**src/rtl/mcu_exec_core.sv**
```systemverilog
// mcu_exec_core: execution core of the 8-bit, 4-stage microcontroller.
// Holds the combinational control decoder, the 8-bit ALU with its operand-2
// select, and a 16x8 data memory.
//
// Ports:
//   clk, rst                      clock; synchronous active-low reset (clears dmem)
//   stage[1:0]                    00 LOAD, 01 FETCH, 10 DECODE, 11 EXECUTE
//   ir[11:0], sr[3:0]             instruction register, flags {Z,C,S,O}
//   acc[7:0], dr[7:0]             ALU operand 1, data register (M-type operand 2)
//   alu_out[7:0]                  ALU result, also data-memory write data
//   sr_new[3:0]                   next flags
//   dmem_rdata[7:0]               data-memory read data
//   pc_e..pmem_le, mux1_sel       register/program-memory enables, PC source
//
// Optional feature macro: ALU_ROTATE_EN. When it is defined, ALU modes A/B
// rotate operand 2. When it is undefined, those modes pass operand 2
// through unchanged.
module mcu_exec_core #(
    parameter int DMEM_WORDS = 16
) (
    input  logic        clk,
    input  logic        rst,
    input  logic [1:0]  stage,
    input  logic [11:0] ir,
    input  logic [3:0]  sr,
    input  logic [7:0]  acc,
    input  logic [7:0]  dr,
    output logic [7:0]  alu_out,
    output logic [3:0]  sr_new,
    output logic [7:0]  dmem_rdata,
    output logic        pc_e,
    output logic        acc_e,
    output logic        sr_e,
    output logic        ir_e,
    output logic        dr_e,
    output logic        pmem_e,
    output logic        pmem_le,
    output logic        mux1_sel
);

    localparam logic [1:0] ST_LOAD    = 2'b00;
    localparam logic [1:0] ST_FETCH   = 2'b01;
    localparam logic [1:0] ST_DECODE  = 2'b10;
    localparam logic [1:0] ST_EXECUTE = 2'b11;

    logic       alu_e_s;
    logic       mux2_sel_s;
    logic       dmem_e_s;
    logic       dmem_we_s;
    logic [3:0] alu_mode_s;
    logic [7:0] a_s;
    logic [7:0] b_s;
    logic [2:0] sh_s;
    logic [7:0] asr_s;
    logic [8:0] r9_s;
    logic       o_s;
    logic [3:0] addr_s;
    logic       in_range_s;
    logic [7:0] mem_q [16];
    logic [7:0] mem_d [16];

`ifdef ALU_ROTATE_EN
    function automatic logic [7:0] rotl8(input logic [7:0] v, input logic [2:0] s);
        return (v << s) | (v >> (4'd8 - {1'b0, s}));
    endfunction

    function automatic logic [7:0] rotr8(input logic [7:0] v, input logic [2:0] s);
        return (v >> s) | (v << (4'd8 - {1'b0, s}));
    endfunction
`endif

    // Control decoder: stage/IR/flags to enables, ALU mode and PC source.
    always_comb begin
        pc_e       = 1'b0;
        acc_e      = 1'b0;
        sr_e       = 1'b0;
        ir_e       = 1'b0;
        dr_e       = 1'b0;
        pmem_e     = 1'b0;
        pmem_le    = 1'b0;
        mux1_sel   = 1'b0;
        mux2_sel_s = 1'b0;
        alu_e_s    = 1'b0;
        dmem_e_s   = 1'b0;
        dmem_we_s  = 1'b0;
        alu_mode_s = 4'h0;
        case (stage)
            ST_LOAD: begin
                pmem_le = 1'b1;
                pmem_e  = 1'b1;
            end
            ST_FETCH: begin
                ir_e   = 1'b1;
                pmem_e = 1'b1;
            end
            ST_DECODE: begin
                // M-type instructions prefetch their operand into DR.
                if (ir[11:9] == 3'b001) begin
                    dr_e     = 1'b1;
                    dmem_e_s = 1'b1;
                end else begin
                    dr_e = 1'b0;
                end
            end
            ST_EXECUTE: begin
                if (ir[11]) begin
                    pc_e       = 1'b1;
                    acc_e      = 1'b1;
                    sr_e       = 1'b1;
                    alu_e_s    = 1'b1;
                    alu_mode_s = {1'b0, ir[10:8]};
                    mux1_sel   = 1'b1;
                end else if (ir[10]) begin
                    // Jump taken (PC <- ir[7:0]) when the selected flag is set.
                    pc_e     = 1'b1;
                    mux1_sel = ~sr[ir[9:8]];
                end else if (ir[9]) begin
                    pc_e       = 1'b1;
                    sr_e       = 1'b1;
                    alu_e_s    = 1'b1;
                    alu_mode_s = ir[7:4];
                    mux2_sel_s = 1'b1;
                    mux1_sel   = 1'b1;
                    // ir[8] picks the destination: accumulator or data memory.
                    if (ir[8]) begin
                        acc_e = 1'b1;
                    end else begin
                        dmem_e_s  = 1'b1;
                        dmem_we_s = 1'b1;
                    end
                end else if (ir[8]) begin
                    pc_e     = 1'b1;
                    mux1_sel = 1'b0;
                end else begin
                    pc_e     = 1'b1;
                    mux1_sel = 1'b1;
                end
            end
            default: begin
                pc_e = 1'b0;
            end
        endcase
    end

    assign a_s   = acc;
    assign b_s   = mux2_sel_s ? dr : ir[7:0];
    assign sh_s  = acc[2:0];
    assign asr_s = $signed(b_s) >>> sh_s;

    // ALU datapath: the 9-bit result carries C/borrow in bit 8; o_s is signed overflow.
    always_comb begin
        r9_s = 9'd0;
        o_s  = 1'b0;
        if (alu_e_s) begin
            case (alu_mode_s)
                4'h0: begin
                    r9_s = {1'b0, a_s} + {1'b0, b_s};
                    o_s  = (a_s[7] == b_s[7]) && (r9_s[7] != a_s[7]);
                end
                4'h1: begin
                    r9_s = {1'b0, a_s} - {1'b0, b_s};
                    o_s  = (a_s[7] != b_s[7]) && (r9_s[7] != a_s[7]);
                end
                4'h2: r9_s = {1'b0, a_s};
                4'h3: r9_s = {1'b0, b_s};
                4'h4: r9_s = {1'b0, a_s & b_s};
                4'h5: r9_s = {1'b0, a_s | b_s};
                4'h6: r9_s = {1'b0, a_s ^ b_s};
                4'h7: begin
                    r9_s = {1'b0, b_s} - {1'b0, a_s};
                    o_s  = (b_s[7] != a_s[7]) && (r9_s[7] != b_s[7]);
                end
                4'h8: begin
                    r9_s = {1'b0, b_s} + 9'd1;
                    o_s  = ~b_s[7] & r9_s[7];
                end
                4'h9: begin
                    r9_s = {1'b0, b_s} - 9'd1;
                    o_s  = b_s[7] & ~r9_s[7];
                end
`ifdef ALU_ROTATE_EN
                4'hA: r9_s = {1'b0, rotl8(b_s, sh_s)};
                4'hB: r9_s = {1'b0, rotr8(b_s, sh_s)};
`else
                4'hA: r9_s = {1'b0, b_s};
                4'hB: r9_s = {1'b0, b_s};
`endif
                4'hC: r9_s = {1'b0, b_s << sh_s};
                4'hD: r9_s = {1'b0, b_s >> sh_s};
                4'hE: r9_s = {1'b0, asr_s};
                4'hF: begin
                    // Negation overflows only for 0x80.
                    r9_s = 9'd0 - {1'b0, b_s};
                    o_s  = b_s[7] & r9_s[7];
                end
                default: r9_s = 9'd0;
            endcase
        end else begin
            r9_s = 9'd0;
            o_s  = 1'b0;
        end
    end

    // Result and flag outputs; flags pass through when the ALU is idle.
    always_comb begin
        alu_out = r9_s[7:0];
        if (alu_e_s) begin
            sr_new = {(r9_s[7:0] == 8'h00), r9_s[8], r9_s[7], o_s};
        end else begin
            sr_new = sr;
        end
    end

    assign addr_s     = ir[3:0];
    assign in_range_s = (32'(addr_s) < 32'(DMEM_WORDS));

    // Asynchronous data-memory read; out-of-range words read as zero.
    always_comb begin
        if (dmem_e_s && in_range_s) begin
            dmem_rdata = mem_q[addr_s];
        end else begin
            dmem_rdata = 8'h00;
        end
    end

    // Next memory contents: the ALU result lands in the addressed word on a store.
    always_comb begin
        for (int i = 0; i < 16; i++) begin
            mem_d[i] = mem_q[i];
        end
        if (dmem_e_s && dmem_we_s && in_range_s) begin
            mem_d[addr_s] = alu_out;
        end else begin
            mem_d[addr_s] = mem_q[addr_s];
        end
    end

    // Memory storage; reset clears every word and overrides a same-cycle store.
    always_ff @(posedge clk) begin
        if (!rst) begin
            for (int i = 0; i < 16; i++) begin
                mem_q[i] <= 8'h00;
            end
        end else begin
            for (int i = 0; i < 16; i++) begin
                mem_q[i] <= mem_d[i];
            end
        end
    end

endmodule

```
**config.mk**
```make
export PLATFORM = sky130hd
export DESIGN_NAME = mcu_exec_core
export DESIGN_NICKNAME = d
export VERILOG_FILES = /design/src/rtl/mcu_exec_core.sv
export SDC_FILE = /design/constraint.sdc
export NUM_CORES = 1
export LEC_CHECK = 0
export CORE_MARGIN = 3
export CORE_UTILIZATION = 56
export CTS_BUF_LIST = sky130_fd_sc_hd__clkbuf_4 sky130_fd_sc_hd__clkbuf_8
export CTS_CLUSTER_DIAMETER = 200
export DETAILED_ROUTE_END_ITERATION = 12
export PLACE_DENSITY = 0.79
export SYNTH_ARGS = -nofsm -noshare
export SYNTH_HDL_FRONTEND = slang
export SYNTH_SLANG_ARGS = --single-unit
```
**constraint.sdc**
```tcl
create_clock -name clk -period 5.7 [get_ports clk]
set_clock_uncertainty 0.15 [all_clocks]
set_input_delay 1.14 -clock clk [delete_from_list [all_inputs] [get_ports clk]]
set_output_delay 1.14 -clock clk [all_outputs]
set_load 0.05 [all_outputs]
```
## After elaboration in Yosys (flattened, before gate mapping)

Memory sizes are Yosys's and may differ from the RTL's.
Index checks and enable logic that the tools add are counted.

| word-level totals | value |
|---|---|
| latch bits | 0 |
| output and inout bits | 28 |
| bits of input ports | 36 |
| word-level logic and storage cells | 136 |
| bits in writable memories | 128 |
| bits in registers | 0 |
| memories | 1 |
| ROM bits | 0 |

| cells by class | value |
|---|---|
| multipliers | 0 |
| equality and inequality tests | 25 |
| reduce and logical (&&, ||, !) cells | 10 |
| $lt $le $gt $ge | 3 |
| divide/modulo/power cells | 0 |
| bitwise gates (word level) | 26 |
| add/subtract/negate cells | 6 |
| shift-type cells | 3 |
| mux-type cells | 62 |

Memory list:

| name | words | width | read ports | clocked after memory_dff | wr ports | line | source |
|---|---|---|---|---|---|---|---|
| mem_q | 16 | 8 | 17 | 0 | 16 | 59 | `logic [7:0] mem_q [16];` |

Operator list:

| kind | number |
|---|---|
| bitwise mux 128 bit | 2 |
| 2-to-1 mux 8 bit | 19 |
| 2-to-1 mux 128 bit | 1 |
| case mux 9 bit (14 select lines) | 1 |
| demux 8 bit (select 4 bit) | 1 |
| equality test 4 bit (second input constant) | 8 |
| 2-to-1 mux 1 bit | 29 |
| 2-to-1 mux 4 bit | 5 |
| subtractor 8 x 8 -> 9 bit | 2 |
| equality test 4 x 3 -> 1 bit (second input constant) | 4 |
| OR 1 bit | 16 |
| adder 8 x 1 -> 9 bit (second input constant) | 1 |
| adder 8 x 8 -> 9 bit | 1 |
| 2-to-1 mux 9 bit | 1 |
| subtractor 1 x 8 -> 9 bit (first input constant) | 1 |
| subtractor 8 x 1 -> 9 bit (second input constant) | 1 |
| bitwise AND 8 bit | 1 |
| equality test 4 x 2 -> 1 bit (second input constant) | 2 |
| zero test 8 bit | 1 |
| OR 8 bit | 1 |
| left shift 8 x 3 -> 8 bit | 1 |
| >> shifter 8 x 3 -> 8 bit | 1 |
| >>> shifter 8 x 3 -> 8 bit | 1 |
| bitwise XOR 8 bit | 1 |
| other kinds (20) | 33 |

## Logic depth before layout (Yosys ltp)

Gate-level depths: netlist of the first run.

| depth | value |
|---|---|
| word-level depth | 11 |
| gate-level depth with buffers | 19 |

## Least setup slack after synthesis of the first run

OpenSTA, ideal clock, no wires.

| timing path | value |
|---|---|
| kind | input to output |
| start | in stage[1] |
| end | out sr_new[1] |
| slack | -0.441 ns |
| data required time | 4.410 ns |
| cell stages on the path | 16 |
| arrival | 4.851 ns |
| cells stage by stage | buf_4 > and4bb_1 > buf_6 > nand2_4 > mux2i_1 > inv_1 > ha_1 > nand2b_1 > a21oi_1 > a211oi_1 > a2111oi_2 > o2111a_1 > nor4_1 > a31oi_2 > and2_1 > a21o_1 |

| on the way | value |
|---|---|
| word-level cells in the longest chain between the ends | 7 |
| elaborated cells between the ends (all ways) | 37 |
| classes of those cells | 6 x add/sub; 16 x eq/ne; 3 x shift; 7 x mux; 3 x bitwise; 2 x reduce/logical |

Ends and longest elaborated chain:

| element | line | source |
|---|---|---|
| from (decl) | 23 | `input logic [1:0] stage,` |
| equality test 2 bit * | 87 | `case (stage)` |
| 2-to-1 mux 1 bit / 2-to-1 mux 4 bit (equally long branches) | 87 |  |
| 2-to-1 mux 8 bit, or another cell as far along | 146 | `assign b_s = mux2_sel_s ? dr : ir[7:0];` |
| subtractor 1 x 8 -> 9 bit, or another cell as far along | 193 | `r9_s = 9'd0 - {1'b0, b_s};` |
| case mux 9 bit (14 select lines) | 155 | `case (alu_mode_s)` |
| 2-to-1 mux 9 bit * | 154 | `if (alu_e_s) begin` |
| net alu_out[7] | 28 | `output logic [7:0] alu_out,` |
| 2-to-1 mux 4 bit * | 207 | `if (alu_e_s) begin` |
| to (decl) | 29 | `output logic [3:0] sr_new,` |

The timed path passes the listed nets; every way through them passes the cells marked *.

## Final worst setup path of the first run

| timing path | value |
|---|---|
| start | in ir[10] |
| end | out sr_new[3] |

| on the way | value |
|---|---|
| word-level cells in the longest chain between the ends | 9 |
| elaborated cells between the ends (all ways) | 42 |
| classes of those cells | 6 x add/sub; 15 x eq/ne; 3 x shift; 12 x mux; 3 x bitwise; 3 x reduce/logical |

Ends and longest elaborated chain:

| element | line | source |
|---|---|---|
| from (decl) | 24 | `input logic [11:0] ir,` |
| 2-to-1 mux 1 bit / 2-to-1 mux 4 bit (equally long branches) | 113 | `end else if (ir[10]) begin` |
| 2-to-1 mux 1 bit / 2-to-1 mux 4 bit (equally long branches) | 106 | `if (ir[11]) begin` |
| 2-to-1 mux 1 bit / 2-to-1 mux 4 bit (equally long branches) | 87 |  |
| 2-to-1 mux 8 bit, or another cell as far along | 146 |  |
| subtractor 1 x 8 -> 9 bit, or another cell as far along | 193 |  |
| case mux 9 bit (14 select lines) | 155 |  |
| 2-to-1 mux 9 bit | 154 |  |
| zero test 8 bit | 208 | `sr_new = {(r9_s[7:0] == 8'h00), r9_s[8], r9_s[7], o_s};` |
| 2-to-1 mux 4 bit * | 207 |  |

Mark *: on every way between the ends. The rest lies on a longest branch, timed or not.

==> run_results.csv, run 1 <==
group,metric,value,unit
logic_synthesis,synth_top_area_frac,0.274,
critical_path,cp-start-kind,"primary input",
drt,firstDrtPassIters,6,
drt,drtIter0Drc,1341,
logic_synthesis,synthDistinctLibCells,92,
clocking,cts_buffers,17,
critical_path,critPathBufInv,4,
floorplanning,ioPinCount,64,
drt,via_per_inst,6.78,
power,p_leak,0.00494,µW
run,max_cap_viol_count,0,
logic_synthesis,async_flop_share,0,
logic_synthesis,synth_nets,1140,
critical_path,r2r-start,"mem_q[7][3]$_SDFFE_PN0P_",
logic_synthesis,synth_edf_count,0,
logic_synthesis,ys_ff_latch,128,
drt,wl_per_cell,23.7,µm
grt,grt_pass1_vias,9900,
layout,regMostFlops,"mem_q",
logic_synthesis,yosysMostFrequentCell,"o21ai_0",
floorplanning,core_area,16100,µm²
grt,grt_max_degree,80,
place,gp_congestion,1.12,
logic_synthesis,yosys_warnings,0,
power,powerDensity,201,nW/µm²
worst_hold_path,hold_start,"mem_q[10][3]$_SDFFE_PN0P_",
sta,layout_setup_ws,-0.140,ns
logic_synthesis,synth_top_flop_cell,"dfxtp_1",
clocking,cts.clk_slew.worst_paths,0.07,ns
run_status,status,"finished with violations",
floorplanning,dieHeight,135,µm
critical_path,cp_top_family,"compound AO/OA/AOI/OAI gates",
sta,rsz0062_at_grt,"yes",
sta,fmax,171,MHz
critical_path,worstPathMaxFanout,3,
clocking,root_buffer,"clkbuf_8",
logic_synthesis,netlist_top_cells_area,"dfxtp_1 27%, mux4_2 11%, o21ai_0 7.9%",
clocking,cts_buffer_depth,2,
critical_path,cp.required,4.41,ns
layout,largest_reg_flops,128,
logic_synthesis,netlist_top_cells_count,"147 x o21ai_0, 135 x a21oi_1, 128 x dfxtp_1, 64 x nand2_1, 53 x clkbuf_1",
logic_synthesis,yosysTopAreaCell,"dfxtp_1",
grt,grt_pass1_wl,54.9,mm
grt,antenna_found_initial,0,
drt,vias,10200,
sta,finalSetupViolations,4,
sta,tightest_slew,1.22,ns
logic_synthesis,synth.avg_cell_area,8.73,µm²
layout,nets,1342,
drt,wirelength,35.6,mm
logic_synthesis,ys_seq_area_frac,0.274,
critical_path,slowest_stage,"and4bb_4",
sta,slew_violations,0,
clocking,clock_sinks,128,
floorplanning,die_area,18300,µm²
worst_hold_path,hold_path.class,"flip-flop to flip-flop",
critical_path,rrSetupSlack,3.31,ns
floorplanning,std_cell_rows,46,
drt,ant_nets,0,
place,pre_cts_slack,-0.628,ns
sta,final.period_utilization,1.02,
layout,area_growth,30.5,%
floorplanning,die_width,135,µm
critical_path,r2r-end,"mem_q[14][3]$_SDFFE_PN0P_",
run_status,violations,"setup timing",
layout,drive_above_1_share,0.327,
layout,diodes,0,
critical_path,crit_arrival,4.55,ns
worst_hold_path,hold_depth,1,
layout,fin_area,12200,µm²
floorplanning,initial_core_util,0.580,
critical_path,path_class,"primary input to output pin",
grt,grt_overflow_total,0,
clocking,clk_latency,0.44,ns
layout,fill_cells,1163,
clocking,h-tree-depth,4,
sta,max-slew-margin-rel,0.186,
layout,reg_top3,"mem_q x128",
worst_hold_path,hold_path_end,"mem_q[10][3]$_SDFFE_PN0P_",
critical_path,max_stage_delay,0.35,ns
critical_path,endpoint_kind,"output pin",
place,dp_hpwl,26.1,mm
critical_path,worstRegToRegCells,5,
grt,track_usage,0.386,
sta,hold_violations,0,
drt,drc,0,
power,ir_drop,0.251,mV
critical_path,path_cells,"buf_6 -> and4bb_4 -> buf_6 -> nand2_8 -> mux2i_4 -> ha_2 -> inv_2 -> fa_2 -> a21o_1 -> a21o_1 -> a21oi_2 -> maj3_2 -> xor2_1 -> a22o_1 -> o31a_4 -> nor3_4 -> a31o_4 -> buf_12",
logic_synthesis,syn_area,9350,µm²
place,postPlaceCellArea,11400,µm²
layout,fin_util,0.757,
place,numPortBuffers,63,
sta,post-route-min-period,5.84,ns
logic_synthesis,syn-instance-count,1070,
clocking,cts_tree,"yes",
-- cells by family after synthesis --
kind of cell	after synthesis	synth area share
AO/OA/AOI/OAI	434	0.295
XOR/XNOR	19	0.0193
adder cells (fa/ha/maj)	41	0.0557
buffers and inverters	128	0.0645
flip-flops	128	0.274
multiplexers	70	0.143
AND/OR/NAND/NOR	250	0.149
-- layout make-up --
type	count	area, µm²	share of cell area
Clock buffer	18	248	0.0203
Sequential cell	128	2560	0.210
Multi-Input combinational cell	814	6540	0.536
Inverter	37	139	0.0114
Tap cell	216	270	0.0222
Clock inverter	12	136	0.0112
Timing Repair Buffer	274	2300	0.189
-- placed cells by master, fill, tap and decap left out, drive strengths merged, types with 7 or more instances in the layout --
cell / n
nor2b: 12
o31ai: 7
nand4: 9
and3: 9
a211oi: 14
ha: 31
a2111oi: 8
a21o: 9
mux4: 45
nor4: 13
nand2: 66
nor2: 46
maj3: 7
dfxtp: 128
nand3: 21
nor3: 34
xnor2: 13
clkdlybuf4s50: 31
o21ai: 152
o211a: 17
and2: 8
a31oi: 15
mux2i: 23
inv: 39
a21oi: 143
nand2b: 12
o211ai: 7
buf: 239
clkbuf: 18
-- where the power goes --
| part | leakage, µW | switching [µW] | internal, µW |
|---|---|---|---|
| registers | 0.00104 | 15.1 | 925 |
| logic | 0.00371 | 420 | 329 |
| clock network | 0.000188 | 367 | 398 |
-- worst max-delay path by stage --
stage	from	to	slack [ns]	depth (start not counted)
after floorplan	ir[11]	sr_new[3]	-0.02	17
after global placement	ir[11]	sr_new[3]	-0.54	15
after detailed placement	ir[11]	sr_new[1]	-0.63	17
after CTS	ir[10]	sr_new[3]	-0.13	18
after global routing	ir[10]	sr_new[3]	-0.22	18
final	ir[10]	sr_new[3]	-0.14	18
-- metrics by stage --
| step | hold WS (ns) | cells | total power (µW) | setup TNS, ns |
|---|---|---|---|---|
| finish | 0.352 | 1499 | 2450 | -0.295 |
| CTS | 0.352 | 1495 | 2410 | -0.272 |
| global route | 0.367 | 1499 | 2530 | -0.730 |
| floorplan | 0.317 | 1070 | 1350 | -0.0165 |
| global placement | 0.325 | 1454 | 1620 | -3.20 |
| detailed placement | 0.335 | 1454 | 1630 | -3.78 |
-- metal layers --
metal,part of all wire,GRT usage,vias to the layer above
met1,0.36,0.467,4736
met4,0.080,0.264,0
met2,0.46,0.618,750
met5,0,0,-
met3,0.099,0.0776,210
li1,-,-,4463
-- repair_timing --
item,4_1_cts,5_1_grt
setup buffers,11,6
endpoints found under the setup margin,10,8
hold buffers,0,0
resized for setup,62,25
pin swaps,29,29
Note: power is estimated with default switching activity, not from simulation.
==> inputs of run 2 (changes only) <==
--- a/config.mk
+++ b/config.mk
@@ -5,6 +5,7 @@
 export SDC_FILE = /design/constraint.sdc
 export NUM_CORES = 1
 export LEC_CHECK = 0
+export CAP_MARGIN = 20
 export CORE_MARGIN = 3
 export CORE_UTILIZATION = 56
 export CTS_BUF_LIST = sky130_fd_sc_hd__clkbuf_4 sky130_fd_sc_hd__clkbuf_8
==> run_results.csv, run 2 (synthesis gave the netlist of run 1 again) <==
group,metric,value,unit
clocking,cts_buffer_depth,2,
floorplanning,die_area,18300,µm²
sta,setup-tns-final,-0.284,ns
layout,mostFrequentLayoutCell,"buf_4",
drt,ant_nets,0,
floorplanning,core_area,16100,µm²
drt,drtIter0Drc,1382,
critical_path,cp_top_family,"compound AO/OA/AOI/OAI gates",
floorplanning,ioPinCount,64,
clocking,cts.clk_slew.worst_paths,0.07,ns
sta,max-slew-margin-rel,0.257,
run_status,status,"finished with violations",
run_status,violations,"setup timing",
critical_path,crit_arrival,4.53,ns
drt,drc,0,
place,gp_congestion,1.12,
critical_path,critPathBufInv,4,
grt,grt_max_degree,80,
sta,post-route-min-period,5.82,ns
critical_path,cp.required,4.41,ns
power,power.total,2470,µW
grt,grt_pass1_vias,9900,
layout,stdcell_count,1505,
clocking,h-tree-depth,4,
worst_hold_path,hold_path.class,"flip-flop to flip-flop",
critical_path,worstPathMaxFanout,3,
critical_path,endpoint_kind,"output pin",
place,numPortBuffers,63,
layout,layout_common_cells,"217 x buf_4, 141 x o21ai_0, 130 x a21oi_1, 128 x dfxtp_1, 62 x nand2_1",
run,max_cap_viol_count,0,
sta,final.period_utilization,1.02,
critical_path,worst-path-stages,18,
sta,layout_setup_ws,-0.119,ns
sta,rsz0062_at_grt,"yes",
place,dp_cells,1454,
worst_hold_path,hold_depth,1,
sta,tightest_slew,1.11,ns
layout,regMostFlops,"mem_q",
grt,antenna_found_initial,0,
floorplanning,std_cell_rows,46,
critical_path,path_class,"primary input to output pin",
floorplanning,dieHeight,135,µm
drt,via_per_inst,6.75,
critical_path,cp-start-kind,"primary input",
layout,drive_above_1_share,0.330,
grt,grt_pass1_wl,54.9,mm
critical_path,max_stage_delay,0.36,ns
place,dp_hpwl,26.1,mm
grt,track_usage,0.386,
clocking,root_buffer,"clkbuf_8",
power,p_leak,0.00498,µW
layout,fin_util,0.761,
power,powerDensity,201,nW/µm²
floorplanning,initial_core_util,0.580,
layout,area_growth,31.2,%
clocking,clock_sinks,128,
floorplanning,die_width,135,µm
power,ir_drop,0.257,mV
drt,wirelength,36.1,mm
layout,largest_reg_flops,128,
grt,grt_overflow_total,0,
clocking,cts_tree,"yes",
place,pre_cts_slack,-0.628,ns
drt,vias,10200,
clocking,cts_buffers,17,
layout,nets,1348,
sta,hold_violations,0,
critical_path,rrSetupSlack,3.30,ns
drt,firstDrtPassIters,6,
critical_path,path_cells,"buf_6 -> and4bb_4 -> buf_6 -> nand2_8 -> mux2i_4 -> ha_2 -> inv_2 -> fa_2 -> a21o_1 -> a21o_1 -> a21oi_2 -> maj3_2 -> xor2_1 -> a22o_1 -> o31a_4 -> nor3_4 -> a31o_4 -> buf_12",
clocking,clk_latency,0.45,ns
critical_path,slowest_stage,"fa_2",
sta,finalSetupViolations,4,
layout,diodes,0,
sta,slew_violations,0,
drt,wl_per_cell,24.0,µm
sta,fmax,172,MHz
critical_path,worstRegToRegCells,5,
layout,reg_top3,"mem_q x128",
clocking,ctsHoldBuffers,0,
run 2: cell types whose count changed in the layout (fill, tap and decap cells not counted):
cell	before	now
buf_4	213	217
buf_12	11	12
buf_6	8	9
run 2: final timing paths:
check | start | endpoint
setup / recovery | ir[10] | sr_new[3]
hold / removal | mem_q[12][3]$_SDFFE_PN0P_ | mem_q[12][3]$_SDFFE_PN0P_
setup reg to reg | mem_q[7][3]$_SDFFE_PN0P_ | mem_q[14][3]$_SDFFE_PN0P_
hold reg to reg | mem_q[12][3]$_SDFFE_PN0P_ | mem_q[12][3]$_SDFFE_PN0P_
run 2: layer usage:
metal / GRT usage / wire, µm / vias to the layer above
met5: 0 / 0 / -
met4: 0.264 / 2850 / 0
met3: 0.0776 / 3510 / 209
met2: 0.618 / 16800 / 770
met1: 0.467 / 12900 / 4699
li1: - / - / 4475
run 2: what timing repair did:
| item | CTS | global route |
|---|---|---|
| buffers inserted | 11 | 6 |
| pin swaps | 29 | 29 |
| resized for setup | 62 | 25 |
| setup endpoints to repair | 10 | 8 |
run 2: per-stage QoR:
step | area [µm²] | hold WS, ns
3_3_place_gp | 11400 | 0.325
3_5_place_dp | 11400 | 0.335
4_1_cts | 12100 | 0.352
2_1_floorplan | 9440 | 0.317
6_report | 12300 | 0.351
5_1_grt | 12300 | 0.367
run 2: layout make-up:
type / instances / area (µm²)
Multi-Input combinational cell: 814 / 6540
Fill cell: 1149 / 3850
Sequential cell: 128 / 2560
Timing Repair Buffer: 280 / 2360
Tap cell: 216 / 270
Clock buffer: 18 / 248
Inverter: 37 / 139
Clock inverter: 12 / 136
run 2: power breakdown:
part	internal, µW	switching (µW)
logic	332	422
registers	925	15.6
clock network	398	377
==> inputs of run 3 (changes only) <==
--- a/config.mk
+++ b/config.mk
@@ -12,6 +12,7 @@
 export CTS_CLUSTER_DIAMETER = 200
 export DETAILED_ROUTE_END_ITERATION = 12
 export PLACE_DENSITY = 0.79
+export SLEW_MARGIN = 15
 export SYNTH_ARGS = -nofsm -noshare
 export SYNTH_HDL_FRONTEND = slang
 export SYNTH_SLANG_ARGS = --single-unit
==> run_results.csv, run 3 (synthesis gave the netlist of run 1 again) <==
group,metric,value,unit
drt,ant_nets,0,
clocking,clk_latency,0.44,ns
critical_path,max_stage_delay,0.36,ns
clocking,cts.clk_slew.worst_paths,0.07,ns
run_status,violations,"setup timing",
layout,regMostFlops,"mem_q",
floorplanning,core_area,16100,µm²
critical_path,critPathBufInv,4,
sta,final.period_utilization,1.03,
critical_path,cp_top_family,"compound AO/OA/AOI/OAI gates",
clocking,cts_buffer_depth,2,
place,gp_congestion,1.12,
critical_path,worstPathMaxFanout,3,
sta,fmax,171,MHz
layout,drive_above_1_share,0.330,
floorplanning,die_width,135,µm
drt,firstDrtPassIters,9,
clocking,ctsHoldBuffers,0,
floorplanning,ioPinCount,64,
drt,vias,10200,
floorplanning,dieHeight,135,µm
sta,tightest_slew,1.08,ns
floorplanning,std_cell_rows,46,
place,dp_hpwl,26.1,mm
clocking,clock_sinks,128,
critical_path,cp-start-kind,"primary input",
clocking,cts_buffers,17,
power,ir_drop,0.262,mV
run_status,status,"finished with violations",
layout,fill_cells,1153,
sta,layout_setup_ws,-0.144,ns
grt,grt_pass1_vias,9900,
floorplanning,die_area,18300,µm²
run,max_cap_viol_count,0,
drt,drtIter0Drc,1296,
floorplanning,initial_core_util,0.580,
critical_path,crit_arrival,4.55,ns
grt,antenna_found_initial,0,
power,p_leak,0.00496,µW
layout,nets,1346,
worst_hold_path,hold_path.class,"flip-flop to flip-flop",
sta,post-route-min-period,5.84,ns
drt,via_per_inst,6.77,
place,numPortBuffers,63,
drt,drc,0,
drt,wirelength,35.7,mm
clocking,root_buffer,"clkbuf_8",
power,powerDensity,201,nW/µm²
layout,fin_area,12200,µm²
layout,diodes,0,
sta,slew_violations,0,
power,power.total,2460,µW
critical_path,path_class,"primary input to output pin",
sta,hold_violations,0,
layout,area_growth,30.9,%
grt,grt_overflow_total,0,
sta,finalSetupViolations,4,
grt,grt_pass1_wl,54.9,mm
critical_path,cp.required,4.41,ns
critical_path,endpoint_kind,"output pin",
critical_path,path_cells,"buf_6 -> and4bb_4 -> buf_6 -> nand2_8 -> mux2i_4 -> ha_2 -> inv_2 -> fa_2 -> a21o_1 -> a21o_1 -> a21oi_2 -> maj3_2 -> xor2_1 -> a22o_1 -> o31a_4 -> nor3_4 -> a31o_4 -> buf_12",
sta,max-slew-margin-rel,0.277,
layout,largest_reg_flops,128,
grt,grt_max_degree,80,
sta,rsz0062_at_grt,"yes",
critical_path,slowest_stage,"fa_2",
clocking,cts_tree,"yes",
layout,layout_common_cells,"218 x buf_4, 141 x o21ai_0, 130 x a21oi_1, 128 x dfxtp_1, 62 x nand2_1",
drt,wl_per_cell,23.8,µm
clocking,h-tree-depth,4,
layout,mostFrequentLayoutCell,"buf_4",
layout,reg_top3,"mem_q x128",
place,postPlaceCellArea,11400,µm²
grt,track_usage,0.386,
run 3: cell count changes in the layout (fill, tap and decap cells not counted):
cell / before / now
buf_2: 6 / 5
nor2_1: 45 / 44
nor2_2: 0 / 1
buf_12: 12 / 11
buf_4: 217 / 218
buf_6: 9 / 8
run 3: worst paths after layout:
kind	from	endpoint	slack, ns	cells after the start
max	ir[10]	sr_new[3]	-0.14	18
max reg2reg	mem_q[7][3]$_SDFFE_PN0P_	mem_q[14][3]$_SDFFE_PN0P_	3.30	5
min reg2reg	mem_q[10][3]$_SDFFE_PN0P_	mem_q[10][3]$_SDFFE_PN0P_	0.35	1
min	mem_q[10][3]$_SDFFE_PN0P_	mem_q[10][3]$_SDFFE_PN0P_	0.35	1
run 3: through the flow:
stage | setup WS (ns) | utilization | hold WS (ns) | TNS, ns | std cells
3_3_place_gp | -0.543 | 0.709 | 0.325 | -3.20 | 1454
4_1_cts | -0.130 | 0.749 | 0.352 | -0.272 | 1495
2_1_floorplan | -0.0165 | - | 0.317 | -0.0165 | 1070
3_5_place_dp | -0.628 | 0.709 | 0.335 | -3.78 | 1454
6_report | -0.144 | 0.759 | 0.351 | -0.324 | 1503
5_1_grt | -0.220 | 0.759 | 0.367 | -0.730 | 1503
run 3: what timing repair did:
action | CTS | global route
cloned | 0 | 0
gates resized for setup | 62 | 25
pin swaps | 29 | 29
setup buffers | 11 | 6
endpoints found under the setup margin | 10 | 8
run 3: metal layers:
metal | share of wire | track usage | vias to the layer above
li1 | - | - | 4477
met1 | 0.36 | 0.467 | 4748
met2 | 0.46 | 0.618 | 755
met3 | 0.099 | 0.0776 | 195
met4 | 0.079 | 0.264 | 0
met5 | 0 | 0 | -
run 3: cell type report:
cell class	instances	area, µm²	area share
tap	216	270	0.0221
inverter	37	139	0.0114
multi-input combinational	814	6540	0.535
sequential	128	2560	0.209
clock buffer	18	248	0.0202
clock inverter	12	136	0.0111
timing repair buffer	278	2340	0.191
run 3: power breakdown:
part | internal (µW) | switching [µW]
sequential | 925 | 15.0
clock | 398 | 370
combinational | 330 | 421
total | 1650 | 807
